==> src/rtl/biquad_coeff_wb_slave.sv <==
// ---------------------------------------------------------------------------
// biquad_coeff_wb_slave
//
// Wishbone classic single-access responder for biquad coefficient loading.
// Coefficient writes are serialized onto an 18-bit valid/ready stream toward
// the biquad DSP chain, one beat per bus write. Per-channel saturating write
// counters are compared against the expected load sequence, and a CTRL write
// can pulse the coefficient-commit strobe and/or clear the counters.
//
// Ports:
//   wb_clk_i, wb_rst_i      clock, asynchronous active-high reset
//   wb_cyc_i, wb_stb_i,
//   wb_we_i, wb_adr_i[6:0],
//   wb_dat_i[31:0],
//   wb_sel_i[3:0]           Wishbone slave inputs (sel ignored, 32-bit only)
//   wb_dat_o[31:0]          read data, valid while wb_ack_o is high
//   wb_ack_o, wb_err_o      access complete / access failed (stream timeout)
//   coeff_dat_o[17:0]       coefficient value (wb_dat_i[17:0])
//   coeff_ch_o[2:0]         channel index (wb_adr_i[4:2])
//   coeff_valid_o           coefficient beat present
//   coeff_ready_i           downstream accepts the beat
//   coeff_update_o          one-cycle commit strobe
//
// Address map (byte address, low two bits ignored):
//   0x00        CTRL (write: bit0 update, bit16 clear) / STATUS (read)
//   0x04..0x1C  coefficient channels 1..7
//   0x20..0x7C  unmapped: acked, reads return 0, writes ignored
//
// Optional build macro BIQUAD_COEFF_READBACK_EN: each channel keeps an 18-bit
// shadow of its last accepted coefficient; channel reads then return
// {counter[7:0], 6'b0, shadow[17:0]} instead of the bare counter.
// ---------------------------------------------------------------------------
module biquad_coeff_wb_slave #(
  parameter int unsigned TIMEOUT  = 255,
  parameter int unsigned CNT_BITS = 4
) (
  input  logic        wb_clk_i,
  input  logic        wb_rst_i,
  input  logic        wb_cyc_i,
  input  logic        wb_stb_i,
  input  logic        wb_we_i,
  input  logic [6:0]  wb_adr_i,
  input  logic [31:0] wb_dat_i,
  input  logic [3:0]  wb_sel_i,
  output logic [31:0] wb_dat_o,
  output logic        wb_ack_o,
  output logic        wb_err_o,
  output logic [17:0] coeff_dat_o,
  output logic [2:0]  coeff_ch_o,
  output logic        coeff_valid_o,
  input  logic        coeff_ready_i,
  output logic        coeff_update_o
);

  localparam logic [2:0] S_IDLE   = 3'd0;
  localparam logic [2:0] S_LOAD   = 3'd1;
  localparam logic [2:0] S_UPDATE = 3'd2;
  localparam logic [2:0] S_ACK    = 3'd3;
  localparam logic [2:0] S_ERR    = 3'd4;

  localparam int unsigned   TW      = (TIMEOUT < 2) ? 1 : $clog2(TIMEOUT + 1);
  localparam logic [CNT_BITS-1:0] CNT_MAX = '1;

  logic [2:0]       state_q, state_d;
  logic [17:0]      dat_q;
  logic [2:0]       ch_q;
  logic [TW-1:0]    tmr_q;
  logic             cyc_lost_q;
  logic             clr_q;
  logic             ovf_q;
  logic             tout_q;
  logic [31:0]      rdata_q, rdata_d;
  logic [7:0]       cnt_eq;
  logic [7:0]       cnt_ge;
  logic [7:0][31:0] ch_rd;

  logic [4:0] word;
  logic       is_ctrl, is_ch, req, accept, tout_hit, clr_now;
  logic       unused_ok;

  assign word     = wb_adr_i[6:2];
  assign is_ctrl  = (word == 5'd0);
  assign is_ch    = (word != 5'd0) && (word < 5'd8);
  assign req      = wb_cyc_i && wb_stb_i;
  assign accept   = (state_q == S_LOAD) && coeff_ready_i;
  // Timer counts LOAD cycles without ready; the last allowed cycle goes to ERR.
  assign tout_hit = (TIMEOUT != 0) && (state_q == S_LOAD) && !coeff_ready_i &&
                    (32'(tmr_q) == TIMEOUT - 1);
  // A CTRL clear takes effect on the ACK cycle, after any update pulse.
  assign clr_now  = (state_q == S_ACK) && clr_q;
  assign unused_ok = ^{wb_sel_i, wb_adr_i[1:0], wb_dat_i[31:18]};

  // Channel 0 is CTRL; keep its slots inert so indexing by ch/word is safe.
  assign cnt_eq[0] = 1'b1;
  assign cnt_ge[0] = 1'b0;
  assign ch_rd[0]  = '0;

  for (genvar gi = 1; gi < 8; gi++) begin : g_ch
    localparam int unsigned EXP = (gi == 1) ? 8 : (gi == 4) ? 3 : (gi >= 6) ? 1 : 4;
    logic [CNT_BITS-1:0] cnt_q;

    assign cnt_eq[gi] = (32'(cnt_q) == EXP);
    assign cnt_ge[gi] = (32'(cnt_q) >= EXP);

    always_ff @(posedge wb_clk_i or posedge wb_rst_i) begin
      if (wb_rst_i)
        cnt_q <= '0;
      else if (clr_now)
        cnt_q <= '0;
      else if (accept && ch_q == 3'(gi) && cnt_q != CNT_MAX)
        cnt_q <= cnt_q + CNT_BITS'(1);
    end

`ifdef BIQUAD_COEFF_READBACK_EN
    logic [17:0] shadow_q;
    always_ff @(posedge wb_clk_i or posedge wb_rst_i) begin
      if (wb_rst_i)
        shadow_q <= '0;
      else if (clr_now)
        shadow_q <= '0;
      else if (accept && ch_q == 3'(gi))
        shadow_q <= dat_q;
    end
    assign ch_rd[gi] = {8'(cnt_q), 6'b0, shadow_q};
`else
    assign ch_rd[gi] = 32'(cnt_q);
`endif
  end

  always_comb begin
    state_d = state_q;
    case (state_q)
      S_IDLE: begin
        if (req) begin
          if (wb_we_i && is_ch)        state_d = S_LOAD;
          else if (wb_we_i && is_ctrl) state_d = wb_dat_i[0] ? S_UPDATE : S_ACK;
          else                         state_d = S_ACK;
        end
      end
      S_LOAD: begin
        if (coeff_ready_i) state_d = S_ACK;
        else if (tout_hit) state_d = S_ERR;
      end
      S_UPDATE: state_d = S_ACK;
      default:  state_d = S_IDLE;
    endcase
  end

  // Read data is captured as the access is accepted and is zero otherwise.
  always_comb begin
    rdata_d = '0;
    if (state_q == S_IDLE && req && !wb_we_i) begin
      if (is_ctrl)    rdata_d = {29'd0, tout_q, ovf_q, &cnt_eq};
      else if (is_ch) rdata_d = ch_rd[word[2:0]];
    end
  end

  always_ff @(posedge wb_clk_i or posedge wb_rst_i) begin
    if (wb_rst_i) begin
      state_q    <= S_IDLE;
      dat_q      <= '0;
      ch_q       <= '0;
      tmr_q      <= '0;
      cyc_lost_q <= 1'b0;
      clr_q      <= 1'b0;
      ovf_q      <= 1'b0;
      tout_q     <= 1'b0;
      rdata_q    <= '0;
    end else begin
      state_q <= state_d;
      rdata_q <= rdata_d;

      if (state_q == S_IDLE && req && wb_we_i && is_ch) begin
        dat_q <= wb_dat_i[17:0];
        ch_q  <= word[2:0];
      end

      if (state_q != S_LOAD)  tmr_q <= '0;
      else if (!coeff_ready_i) tmr_q <= tmr_q + TW'(1);

      // The beat always completes; a master that left mid-beat gets no response.
      if (state_q == S_IDLE)                   cyc_lost_q <= 1'b0;
      else if (state_q == S_LOAD && !wb_cyc_i) cyc_lost_q <= 1'b1;

      if (state_q == S_IDLE && req && wb_we_i && is_ctrl) clr_q <= wb_dat_i[16];
      else if (state_q == S_ACK)                          clr_q <= 1'b0;

      if (clr_now)                      ovf_q <= 1'b0;
      else if (accept && cnt_ge[ch_q])  ovf_q <= 1'b1;

      if (tout_hit) tout_q <= 1'b1;
    end
  end

  assign wb_dat_o       = rdata_q;
  assign wb_ack_o       = (state_q == S_ACK) && !cyc_lost_q;
  assign wb_err_o       = (state_q == S_ERR) && !cyc_lost_q;
  assign coeff_dat_o    = dat_q;
  assign coeff_ch_o     = ch_q;
  assign coeff_valid_o  = (state_q == S_LOAD);
  assign coeff_update_o = (state_q == S_UPDATE);

endmodule

==> config.mk <==
export PLATFORM = sky130hd
export DESIGN_NAME = biquad_coeff_wb_slave
export DESIGN_NICKNAME = d
export VERILOG_FILES = /design/src/rtl/biquad_coeff_wb_slave.sv
export SDC_FILE = /design/constraint.sdc
export NUM_CORES = 1
export LEC_CHECK = 0
export BUFFER_PORTS_ARGS = -buffer_cell sky130_fd_sc_hd__buf_2
export CORE_MARGIN = 3
export CORE_UTILIZATION = 44
export DETAILED_ROUTE_END_ITERATION = 16
export PLACE_DENSITY = 0.67
export REMOVE_ABC_BUFFERS = 1
export SLEW_MARGIN = 15
export SYNTH_ARGS = -nofsm -noshare
export SYNTH_HDL_FRONTEND = slang
export SYNTH_SLANG_ARGS = --single-unit
==> constraint.sdc <==
create_clock -name wb_clk_i -period 2.1 [get_ports wb_clk_i]
set_input_delay 0.105 -clock wb_clk_i [delete_from_list [all_inputs] [get_ports wb_clk_i]]
set_output_delay 0.105 -clock wb_clk_i [all_outputs]
set_load 0.01 [all_outputs]
# == Word level (Yosys, flattened, before mapping) ==
# Index checks and enable logic that the tools add are counted.
# totals
output_inout_bits,57
reg_bits,96
input_bits,49
# classes
mux,36
n_eq_ne,30
n_reduce_logical,50
addsub,8
order_cmp,10
# ops
operator,count
32-bit 2-to-1 mux,4
32-bit binary-select mux with 3-bit select,1
4-bit 2-to-1 mux,14
1-bit logical AND,31
4-bit by 1-bit adder with 4-bit output (second input constant),7
4-bit inequality test (second input constant),7
2-bit nonzero test,10
8-bit 2-to-1 mux,2
3-bit equality test (second input constant),5
3-bit by 2-bit equality test with 1-bit output (second input constant),4
4-bit by 3-bit equality test with 1-bit output (second input constant),3
4-bit by 3-bit greater-or-equal comparator with 1-bit output (second input constant),3
1-bit 2-to-1 mux,9
3-bit 2-to-1 mux,3
3-bit case mux with 3 select lines,1
8-bit by 1-bit adder with 8-bit output (second input constant),1
4-bit by 1-bit equality test with 1-bit output (second input constant),2
8-bit equality test (second input constant),1
4-bit by 1-bit greater-or-equal comparator with 1-bit output (second input constant),2
3-bit by 4-bit < comparator with 1-bit output (second input constant),2
7-bit AND reduction,1
3-bit by 1-bit equality test with 1-bit output (second input constant),2
3-bit by 1-bit inequality test with 1-bit output (second input constant),2
5-bit zero test,1
other kinds (13),16

# == Depth between registers and ports, before layout ==
# depth
depth_word,6
depth_mapped,6
depth_no_buf,6

# == Least setup slack after synthesis ==
# No wires, ideal clock.
# synth_path
kind,register -> register
startpoint,register state_q[1]
endpoint,register g_ch[7].cnt_q[3]
required_ns,2.022
arrival_ns,1.799
slack_ns,0.222
setup_ns,0.078
path_stages_with_launch,7
synth_period_minus_slack_ns,1.878
n_path_buf,2
path_cell_list,dfrtp_1 > buf_6 > nand4bb_4 > or4_1 > buf_2 > or3_1 > a21oi_1
# synth_between
elab_chain_len,5
word_cells_on_any_way,8
classes_between,eq/ne: 2; mux: 1; reduce/logical: 5
# synth_lines
item,line_no,source
"start, declared",64,"logic [2:0] state_q, state_d;"
"start signal, assigned",170,state_q <= state_d;
3-bit by 1-bit equality test with 1-bit output,85,assign accept = (state_q == S_LOAD) && coeff_ready_i;
1-bit logical AND,85,
1-bit logical AND (2 in a row),110,else if (accept && ch_q == 3'(gi) && cnt_q != CNT_MAX)
2-bit nonzero test (no line),--,
"end signal, assigned",111,cnt_q <= cnt_q + CNT_BITS'(1);
"end, declared",100,logic [CNT_BITS-1:0] cnt_q;
# Parallel ways exist; a longest one is shown, timed or not.
# A chain may end at the register's enable or synchronous reset.

# == Worst setup path after layout ==
# layout_path
startpoint,register state_q[2]
endpoint,register g_ch[5].cnt_q[2]
# layout_between
elab_chain_len,5
word_cells_on_any_way,8
classes_between,eq/ne: 2; mux: 1; reduce/logical: 5
# layout_lines
item,line_no
3-bit by 1-bit equality test with 1-bit output,85
1-bit logical AND,85
1-bit logical AND (2 in a row),110
2-bit nonzero test (no line),--
"end signal, assigned",111
"end, declared",100
# Parallel ways exist; a longest one is shown, timed or not.

==> metrics.txt <==
CP Launch Type=flop; iteration-0 DRC count of the detailed router=~160; Setup Viol. Count Final=0; Leak=2.29 nW; Tmin final=1920 ps; setup TNS after final layout=0 ps; Port Buffers=57; nets@finish=530; H-tree levels=3; layout cell share with drive strength beyond 1=25.6%; largest net degree at the start of global routing=38; hold_buf cts=18; Setup Skew=12.7 ps; result of the run=completed; initial core utilization=roughly 46%; Horiz. Die Dim=100 µm; kind of critical path=reg2reg; Setup Fix Bufs, Post-CTS=0; Final Max Slew Viols=0; total chip power=4.58 mW; Num CTS Buffers=9; Max Clock Freq=521 MHz; num rows=33; DR vias/cell=5.29; height of the die=about 100 µm; CTS Buffer Depth=2; Yosys cell types=43; Diodes inserted=0; Synth Instances=380; post-DP HPWL=about 6.3 mm; WHS=10.2 ps; register bit total from synthesis=68; core area=8380 µm²; final core utilization=55.4%; clk root buf=clkbuf_8; DRC errors left=0; first-pass GRT wire length=14.8 mm; synthesis-to-layout area growth=19.3%; RSZ-0062 raised after global routing=false; sequential share of the synthesized area=about 44%; gr ovfl total=0; Final Cell Area=4640 µm²; drt pass-1 iters=4; Area after DPL=approximately 4200 µm²; crit path max fanout=7; Avg Cell Area, Syn=roughly 10 µm²; PwrDens=between 900 and 1000 nW/µm²; DR vias=3038; initial antenna violation count=0; cts repair resizes=0; Warnings, synthesis=0; CP Data Arrival Time=2200 ps; Skew-Pair Late Insertion Delay=350 ps; GPL Wtd Cong=0.872; clock sinks=68; WL/cell=15.4 µm; CTS clk-pin slew, worst paths=80 ps; Routed Antenna Nets=0; TritonCTS clock tree=built; die area=10000 µm²; vias in the first global route=approximately 3000; final WL=between 8 and 9 mm; post-route clock period utilization=91.5%; Req. time, crit path=2370 ps; Total Routing Usage GR=between 10% and 20%; CP endpoint kind=flop; max capacitance violation total=0; final hold violations=0; maximum VDD drop=449 µV; HP Class=in2reg; IO Pins=about 110; synthesized area=just under 4000 µm²
-- worst max-delay path, cell delays in order, from the launching register on --
cell       delay [ps]
dfrtp_1           390
nand4bb_4         310
or4_1             660
or3_1             350
a21oi_1           140
-- power breakdown --
| part | switching, mW | total, mW | internal, mW |
|---|---|---|---|
| Clock | 0.518 | 1.19 | 0.671 |
| Sequential | 0.307 | 1.93 | 1.62 |
| Combinational | 0.771 | 1.47 | 0.696 |
-- cells in the mapped netlist --
cell | n | share of area [%]
nand4b_1 | 3 | 0.68
a31o_2 | 1 | 0.23
nand4bb_4 | 1 | 0.71
and3_1 | 6 | 0.97
buf_2 | 7 | 0.90
nand3_1 | 16 | 2.1
nand3b_1 | 1 | 0.19
nand2b_1 | 6 | 0.97
nor2b_1 | 4 | 0.64
a31oi_1 | 1 | 0.16
nand2_1 | 17 | 1.6
a211o_1 | 1 | 0.23
clkbuf_1 | 7 | 0.68
mux4_2 | 6 | 3.5
nand4_1 | 8 | 1.3
o31ai_1 | 5 | 0.97
a311oi_1 | 1 | 0.23
and4_1 | 4 | 0.90
or2_2 | 1 | 0.16
mux2_2 | 21 | 6.1
a21oi_1 | 16 | 2.1
nor4b_1 | 4 | 0.90
mux2i_1 | 11 | 2.8
nor4_2 | 1 | 0.32
o211ai_1 | 2 | 0.39
or3_1 | 11 | 1.8
and3b_1 | 1 | 0.23
or4_1 | 5 | 0.97
o21ai_0 | 15 | 1.9
inv_1 | 25 | 2.4
buf_4 | 28 | 5.4
nor2_1 | 31 | 3.0
nor3_1 | 6 | 0.77
ha_1 | 17 | 5.5
buf_6 | 1 | 0.29
xor2_1 | 6 | 1.4
xnor2_1 | 8 | 1.8
dfrtp_1 | 68 | 44
nor4_1 | 3 | 0.48
conb_1 | 1 | 0.096
and4bb_2 | 1 | 0.32
clkbuf_2 | 1 | 0.13
o41ai_1 | 1 | 0.23
-- metrics by stage --
step / setup slack [ps] / cells
floorplan: 220 / 363
global placement: 238 / 540
detailed placement: 219 / 540
CTS: 195 / 574
global route: 76.1 / 574
finish: 179 / 574
-- sequential cells by signal, summed over array words and instances, names as in the netlist --
register	count
state_q	3
g_ch.cnt_q	28
wb_dat_o	4
cyc_lost_q	1
tmr_q	8
ovf_q	1
tout_q	1
coeff_ch_o	3
coeff_dat_o	18
clr_q	1
-- per-layer routing --
metal  up-vias  track usage (%)  share of wire (%)
met5         -                0                  0
met4         0             6.42                2.0
met3        20             4.66                7.1
met2       106             29.6                 48
met1      1466             25.0                 43
li1       1446                -                  -
-- cell type report --
class                      instances  area (µm²)
sequential                        68        1700
clock inverter                     6        87.6
fill                             759        3740
tap                              105         131
inverter                          25        93.8
multi-input combinational        270        1910
timing repair buffer              90         591
clock buffer                      10         128
-- layout by cell type (no fill, tap or decap), drive strengths merged, types with 8 or more instances in the layout --
cell          n
buf          72
conb         28
o21ai        15
nand4         8
a21oi        16
nor2         31
mux2i        11
ha           17
mux2         21
nand2        17
nand3        16
dlygate4sd3  18
inv          26
clkbuf       10
xnor2         8
dfrtp        68
or3          11
-- cells by family (layout without fill, tap and decap cells) --
group / count (synthesis) / in the layout / share of synthesized area [%]
xor+xnor: 14 / 14 / 3.15
compound gates: 43 / 43 / 6.40
flops: 68 / 68 / 43.7
simple gates: 130 / 130 / 18.9
other cells: 1 / 28 / 0.0964
mux: 38 / 38 / 12.4
fa+ha+maj: 17 / 17 / 5.47
buf+inv: 69 / 131 / 9.81
-- path summary, 6_finish.rpt --
check                        startpoint                to  slack, ps  depth (start not counted)
min                        wb_dat_i[16]   coeff_dat_o[16]         10                          2
max                          state_q[2]  g_ch[5].cnt_q[2]        180                          4
max reg2reg                  state_q[2]  g_ch[5].cnt_q[2]        180                          4
min reg2reg                      tout_q            tout_q        490                          1
min in group asynchronous      wb_rst_i   coeff_dat_o[10]        240                          3
max in group asynchronous      wb_rst_i  g_ch[1].cnt_q[2]       1280                          4
Power figures use the tool's default switching activity.
